<file path="config.mk">
export PLATFORM = sky130hd
export DESIGN_NAME = instr_fetch_unit_flat
export DESIGN_NICKNAME = d
export VERILOG_FILES = /design/src/rtl/instr_fetch_unit_if.sv /design/src/rtl/instr_fetch_unit.sv /design/src/flat_wrapper.sv
export SDC_FILE = /design/constraint.sdc
export NUM_CORES = 1
export LEC_CHECK = 0
export CAP_MARGIN = 0
export CORE_MARGIN = 1.5
export CORE_UTILIZATION = 53
export DETAILED_ROUTE_END_ITERATION = 8
export HOLD_SLACK_MARGIN = 0.05
export PLACE_DENSITY = 0.92
export SYNTH_ARGS = -nofsm -noshare
export SYNTH_HDL_FRONTEND = slang
export SYNTH_SLANG_ARGS = --single-unit
</file>
<file path="constraint.sdc">
create_clock -name iClk -period 6.5 [get_ports iClk]
set_clock_uncertainty 0.2 [all_clocks]
set_input_delay 0.975 -clock iClk [delete_from_list [all_inputs] [get_ports iClk]]
set_output_delay 0.975 -clock iClk [all_outputs]
set_load 0.05 [all_outputs]
</file>
<file path="src/rtl/instr_fetch_unit_if.sv">
// Instruction-memory read port shared by the fetch unit (master) and the memory (slave).
interface instr_fetch_unit_if;
  logic        oMemReq;
  logic [31:0] oMemAddr;
  logic        iMemAck;
  logic [31:0] iMemData;

  modport master (output oMemReq, output oMemAddr, input iMemAck, input iMemData);
  modport slave  (input oMemReq, input oMemAddr, output iMemAck, output iMemData);
endinterface

</file>
<file path="src/rtl/instr_fetch_unit.sv">
// Multicycle instruction fetch: requests one word at PC, latches it into IR and
// tracks PC updates, deferring any PC write that arrives while a fetch is in flight.
//   state  | meaning
//   S_IDLE | no fetch in flight, PC writes applied directly
//   S_REQ  | read request outstanding, PC writes deferred, timeout counting
//   S_ERR  | misaligned PC or timeout, oFetchErr held until next iFetch
module instr_fetch_unit #(
  parameter logic [31:0] RESET_PC = 32'h0000_0000,
  parameter logic [7:0]  TIMEOUT  = 8'd255
) (
  input  logic               iClk,
  input  logic               iRstn,
  input  logic               iFetch,
  input  logic               iWritePC,
  input  logic               iWritePCCond,
  input  logic               iZero,
  input  logic [1:0]         iOrigPC,
  input  logic [31:0]        iALUResult,
  input  logic [31:0]        iALUOut,
  instr_fetch_unit_if.master mem,
  output logic [31:0]        oInst,
  output logic               oInstValid,
  output logic [31:0]        oPC,
  output logic [31:0]        oPCOld,
  output logic               oFetchErr
);

  typedef enum logic [1:0] {S_IDLE, S_REQ, S_ERR} state_t;

  state_t      state_q, state_d;
  logic [31:0] pc_q, pc_d;
  logic [31:0] pc_old_q, pc_old_d;
  logic [31:0] ir_q, ir_d;
  logic [31:0] addr_q, addr_d;
  logic [31:0] pend_pc_q, pend_pc_d;
  logic        pend_q, pend_d;
  logic        req_q, req_d;
  logic        valid_q, valid_d;
  logic        err_q, err_d;
  logic [7:0]  cnt_q, cnt_d;

  logic        pc_wr;
  logic        redirect;
  logic        timeout_hit;
  logic [31:0] pc_inc;
  logic [31:0] pc_sel;
  logic [31:0] pc_redirect;

  always_comb begin
    pc_wr  = iWritePC | (iWritePCCond & iZero);
    pc_inc = pc_q + 32'd4;
    case (iOrigPC)
      2'b00:   pc_sel = iALUResult;
      2'b01:   pc_sel = iALUOut;
      2'b10:   pc_sel = pc_inc;
      default: pc_sel = pc_q;
    endcase
    // A write on the completing edge overrides an older pending one.
    redirect    = pc_wr | pend_q;
    pc_redirect = pc_wr ? pc_sel : pend_pc_q;
    timeout_hit = ({1'b0, cnt_q} + 9'd1) >= {1'b0, TIMEOUT};

    state_d   = state_q;
    pc_d      = pc_q;
    pc_old_d  = pc_old_q;
    ir_d      = ir_q;
    addr_d    = addr_q;
    pend_pc_d = pend_pc_q;
    pend_d    = pend_q;
    req_d     = req_q;
    valid_d   = valid_q;
    err_d     = err_q;
    cnt_d     = cnt_q;

    case (state_q)
      S_REQ: begin
        if (mem.iMemAck) begin
          state_d  = S_IDLE;
          ir_d     = mem.iMemData;
          pc_old_d = pc_q;
          valid_d  = 1'b1;
          req_d    = 1'b0;
          pc_d     = redirect ? pc_redirect : pc_inc;
          pend_d   = 1'b0;
        end else if (timeout_hit) begin
          state_d = S_ERR;
          err_d   = 1'b1;
          req_d   = 1'b0;
          pend_d  = 1'b0;
          if (redirect) pc_d = pc_redirect;
        end else begin
          cnt_d = cnt_q + 8'd1;
          if (pc_wr) begin
            pend_d    = 1'b1;
            pend_pc_d = pc_sel;
          end
        end
      end
      default: begin
        if (pc_wr) pc_d = pc_sel;
        if (iFetch) begin
          valid_d = 1'b0;
          if (pc_q[1:0] == 2'b00) begin
            state_d = S_REQ;
            req_d   = 1'b1;
            addr_d  = pc_q;
            err_d   = 1'b0;
            cnt_d   = 8'd0;
          end else begin
            state_d = S_ERR;
            err_d   = 1'b1;
          end
        end
      end
    endcase
  end

  always_ff @(posedge iClk) begin
    if (!iRstn) begin
      state_q   <= S_IDLE;
      pc_q      <= RESET_PC;
      pc_old_q  <= 32'd0;
      ir_q      <= 32'd0;
      addr_q    <= RESET_PC;
      pend_pc_q <= 32'd0;
      pend_q    <= 1'b0;
      req_q     <= 1'b0;
      valid_q   <= 1'b0;
      err_q     <= 1'b0;
      cnt_q     <= 8'd0;
    end else begin
      state_q   <= state_d;
      pc_q      <= pc_d;
      pc_old_q  <= pc_old_d;
      ir_q      <= ir_d;
      addr_q    <= addr_d;
      pend_pc_q <= pend_pc_d;
      pend_q    <= pend_d;
      req_q     <= req_d;
      valid_q   <= valid_d;
      err_q     <= err_d;
      cnt_q     <= cnt_d;
    end
  end

  assign mem.oMemReq  = req_q;
  assign mem.oMemAddr = addr_q;
  assign oInst        = ir_q;
  assign oInstValid   = valid_q;
  assign oPC          = pc_q;
  assign oPCOld       = pc_old_q;
  assign oFetchErr    = err_q;

endmodule

</file>
<file path="src/flat_wrapper.sv">
// flat-port wrapper written by rule: the top's interface ports become plain ports
module instr_fetch_unit_flat 
#(
  parameter logic [31:0] RESET_PC = 32'h0000_0000,
  parameter logic [7:0]  TIMEOUT  = 8'd255
)
  (iClk, iRstn, iFetch, iWritePC, iWritePCCond, iZero, iOrigPC, iALUResult, iALUOut, oInst, oInstValid, oPC, oPCOld, oFetchErr, mem_oMemReq, mem_oMemAddr, mem_iMemAck, mem_iMemData);
  instr_fetch_unit_if mem_i ();
  input  logic iClk;
  input  logic iRstn;
  input  logic iFetch;
  input  logic iWritePC;
  input  logic iWritePCCond;
  input  logic iZero;
  input  logic [1:0] iOrigPC;
  input  logic [31:0] iALUResult;
  input  logic [31:0] iALUOut;
  output logic [31:0] oInst;
  output logic oInstValid;
  output logic [31:0] oPC;
  output logic [31:0] oPCOld;
  output logic oFetchErr;
  output wire logic [$bits(mem_i.oMemReq)-1:0] mem_oMemReq;
  output wire logic [$bits(mem_i.oMemAddr)-1:0] mem_oMemAddr;
  input wire logic [$bits(mem_i.iMemAck)-1:0] mem_iMemAck;
  input wire logic [$bits(mem_i.iMemData)-1:0] mem_iMemData;
  assign mem_oMemReq = mem_i.oMemReq;
  assign mem_oMemAddr = mem_i.oMemAddr;
  assign mem_i.iMemAck = mem_iMemAck;
  assign mem_i.iMemData = mem_iMemData;
  instr_fetch_unit #(.RESET_PC(RESET_PC), .TIMEOUT(TIMEOUT)) u_core (.iClk(iClk), .iRstn(iRstn), .iFetch(iFetch), .iWritePC(iWritePC), .iWritePCCond(iWritePCCond), .iZero(iZero), .iOrigPC(iOrigPC), .iALUResult(iALUResult), .iALUOut(iALUOut), .mem(mem_i), .oInst(oInst), .oInstValid(oInstValid), .oPC(oPC), .oPCOld(oPCOld), .oFetchErr(oFetchErr));
endmodule
</file>
==> impl_metrics.yaml <==
final_layout:
  layout-drive-gt1-share_pct: 4.93
  area_growth_pct: 31.3
  antenna_cells: 0
  fin_nets: 1473
  fillCellCount: 1303
timing:
  finalCriticalPeriod_ns: 3.80
  slew_headroom_pct: 12.1
  max_freq_mhz: 263
  rsz0062_at_grt: "false"
  fin_crit_sh_pct: 58.5
  maxSlewViolCount: 0
  worst_slew_pin_slew_ns: 1.31
  hold_viol_final: 0
  final.setup.tns_ns: 0
  finalSetupViolCount: 0
floorplanning:
  die_h_um: 133
  row_count: 47
  die_w_um: 133
  die_area_mm2: 0.0178
  core_area_mm2: 0.0166
  ios: 236
  start_util_pct: 54.4
cts:
  clkSlewWorstSetupHoldPaths_ns: 0.07
  cts_buffer_depth: 2
  cts_setup_buffers: 0
  cts-buffers-inserted: 17
  cts_tree: "yes"
  root_buffer: "clkbuf_16"
  clock-sinks: 174
  postCtsHoldBufs: 0
  h-tree-depth: 4
  cts-resized-gates: 0
  clkLatencyLatePin_ns: 0.44
synthesis:
  syn_nets: 1324
  synthesis.area_mm2: 0.00901
  synth-edff-count: 0
  synthMostInstantiatedCell: "nand2_1"
  ys_seq_elements: 174
  synth_flop_cell: "dfxtp_1"
  ys_top_cells_by_area: "dfxtp_1 39%, nand2_1 12%, a21oi_1 9.9%"
  yosys.area.top_type_share_pct: 38.6
  ys_top_cells_by_count: "297 x nand2_1, 179 x a21oi_1, 174 x dfxtp_1"
  ys_types: 62
  synth_top_area_cell: "dfxtp_1"
  ys_warn_count: 0
  synth_cells: 1216
  synthArstFlopShare_pct: 0
  ys_seq_area_share_pct: 38.6
  syn-mean-instance-area_um2: 7.41
global_route:
  grt_pass1_vias: 9380
  overflow: 0
  grt_pass1_wl_mm: 46.6
  grt_usage_pct: 32.6
  antenna_found_initial: 0
  grt_max_degree: 106
route:
  routed_wl_mm: 29.6
  vias_per_cell: 6.18
  drt_iter0_markers: 996
  drt_first_pass_iters: 7
  final_antenna_net_count: 0
  num_vias: 9872
  drc: 0
  wl_per_cell_um: 18.5
hold_path:
  hp-class: "reg -> reg"
  hold_start: "u_core.oPCOld[10]$_SDFFE_PN0P_"
  hold_path_end: "u_core.oPCOld[10]$_SDFFE_PN0P_"
  hold_path_depth: 2
power_and_ir_drop:
  p_seq_share_pct: 42.9
  peakVddDrop_uv: 260
  comb_power_share_pct: 24.2
  p_int_uw: 1900
  total_power_uw: 2920
  power_switching_uw: 1010
  pwr-share-clk_pct: 32.9
  p_sw_share_pct: 34.8
  p_leak_uw: 0.00388
  power_density_mw_per_mm2: 246
worst_setup_path:
  cp.arrival_ns: 3.94
  setup.worst_path.start: "mem_iMemAck"
  worst-r2r-cell-count: 7
  start_kind: "input port"
  worstPathCellList: "clkdlybuf4s50_1 > nand3b_1 > buf_4 > nor3_2 > buf_4 > a21oi_1 > nor3_1 > or3_1 > a221oi_1"
  cpMaxStageDelayCell: "nand3b_1"
  critPathMaxStageDelay_ns: 0.67
  critPathMaxFanout: 47
  worstPathRequired_ns: 6.64
  r2r-end: "u_core.oPC[30]$_SDFFE_PN0P_"
  cp_top_family: "buffers and inverters"
  path_class: "in -> reg"
  critPathBufInv: 3
  reg2reg_setup_slack_ns: 2.90
  regToRegStartpoint: "u_core.oPC[2]$_SDFFE_PN0P_"
  cp-end-kind: "register"
  critPathMostFrequentCell: "buf_4"
status:
  status: "finished, final reports clean"
place:
  numPortBuffers: 235
  gp_congestion: 0.916
  dp_hpwl_mm: 19.6
run:
  drv_cap: 0
==> power groups by stage <==
stage               clock (µW)  sequential [µW]  combinational [µW]
floorplan                    0             1360                 339
global placement             0             1270                 679
detailed placement           0             1270                 692
CTS                        962             1250                 696
global route              1000             1260                 748
finish                     959             1250                 706
==> how the worst max path moves through the flow <==
| stage | to | depth (start not counted) |
|---|---|---|
| floorplan | u_core.oPC[29]$_SDFFE_PN0P_ | 8 |
| global placement | u_core.oPC[18]$_SDFFE_PN0P_ | 9 |
| detailed placement | u_core.oPC[18]$_SDFFE_PN0P_ | 9 |
| CTS | u_core.oPC[18]$_SDFFE_PN0P_ | 9 |
| global route | u_core.oPC[18]$_SDFFE_PN0P_ | 7 |
| finish | u_core.oPC[18]$_SDFFE_PN0P_ | 9 |
==> routing by layer <==
metal  GRT usage (%)  routed length, µm  up-vias  part of all wire, %
met1            38.5              11100     4589                   37
met2            54.3              14100      609                   48
met5               0                  0        -                    0
met4            16.8               1320        0                  4.5
li1                -                  -     4552                    -
met3            8.90               3110      122                   11
==> registers in the layout, summed over array words and instances, names as in the netlist <==
register,flops
u_core.oFetchErr,1
u_core.mem.oMemAddr,32
u_core.oInstValid,1
u_core.pend_q,1
u_core.mem.oMemReq,1
u_core.state_q,2
u_core.oPC,32
u_core.pend_pc_q,32
u_core.oPCOld,32
u_core.oInst,32
u_core.cnt_q,8
==> worst register-to-register path: stages, from the launching register on <==
cell	delay (ns)
dfxtp_1	0.61
ha_1	0.32
nand3_1	0.38
or4_1	0.86
or3_1	0.50
nor3_1	0.20
a311oi_1	0.08
o41ai_1	0.35
==> cell families (layout without fill, tap and decap cells) <==
| group | count (synthesis) | after routing | share of synthesized area [%] |
|---|---|---|---|
| simple gates | 512 | 512 | 26.3 |
| flops | 174 | 174 | 38.6 |
| mux | 21 | 21 | 2.53 |
| compound gates | 337 | 337 | 22.6 |
| xor+xnor | 40 | 40 | 3.89 |
| fa+ha+maj | 3 | 3 | 0.416 |
| buf+inv | 129 | 291 | 5.68 |
==> stage by stage <==
stage                     hold WS [ns]  std cells  cell area [µm²]  setup WS [ns]  utilization [%]
after floorplan                  0.232       1216             9010           3.34                -
after global placement           0.241       1566            11300           2.45             68.1
after detailed placement         0.243       1566            11300           2.35             68.1
after CTS                        0.253       1598            11800           2.77             71.4
after global routing             0.266       1598            11800           2.51             71.4
final                            0.253       1598            11800           2.70             71.4
==> cells in the final DEF, fill, tap and decap left out, types with 6 or more instances in the layout <==
cell type / count
clkdlybuf4s50_1: 233
a221oi_1: 7
and3_1: 8
mux2i_1: 16
inv_1: 8
nor3_1: 24
xnor2_1: 30
a211oi_1: 29
nand4_1: 13
a31oi_1: 17
o211ai_1: 12
or3_1: 17
nand2_1: 297
nor2b_1: 17
o21ai_0: 33
nor2_1: 38
nand3_1: 28
nor4_1: 19
or4_1: 6
nand3b_1: 6
buf_4: 15
o22ai_1: 6
nand2b_1: 15
a211o_1: 10
dfxtp_1: 174
a21oi_1: 178
xor2_1: 10
clkbuf_16: 17
==> layout make-up <==
type                            count  area [µm²]  share of cell area, %
Clock buffer                       21         460                   3.89
Inverter                            9        36.3                  0.307
Multi-Input combinational cell    913        5040                   42.6
Clock inverter                     11        85.1                  0.719
Timing Repair Buffer              250        2450                   20.7
Sequential cell                   174        3480                   29.4
Tap cell                          220         275                   2.33
No activity file was read; power rests on OpenSTA's default activity.
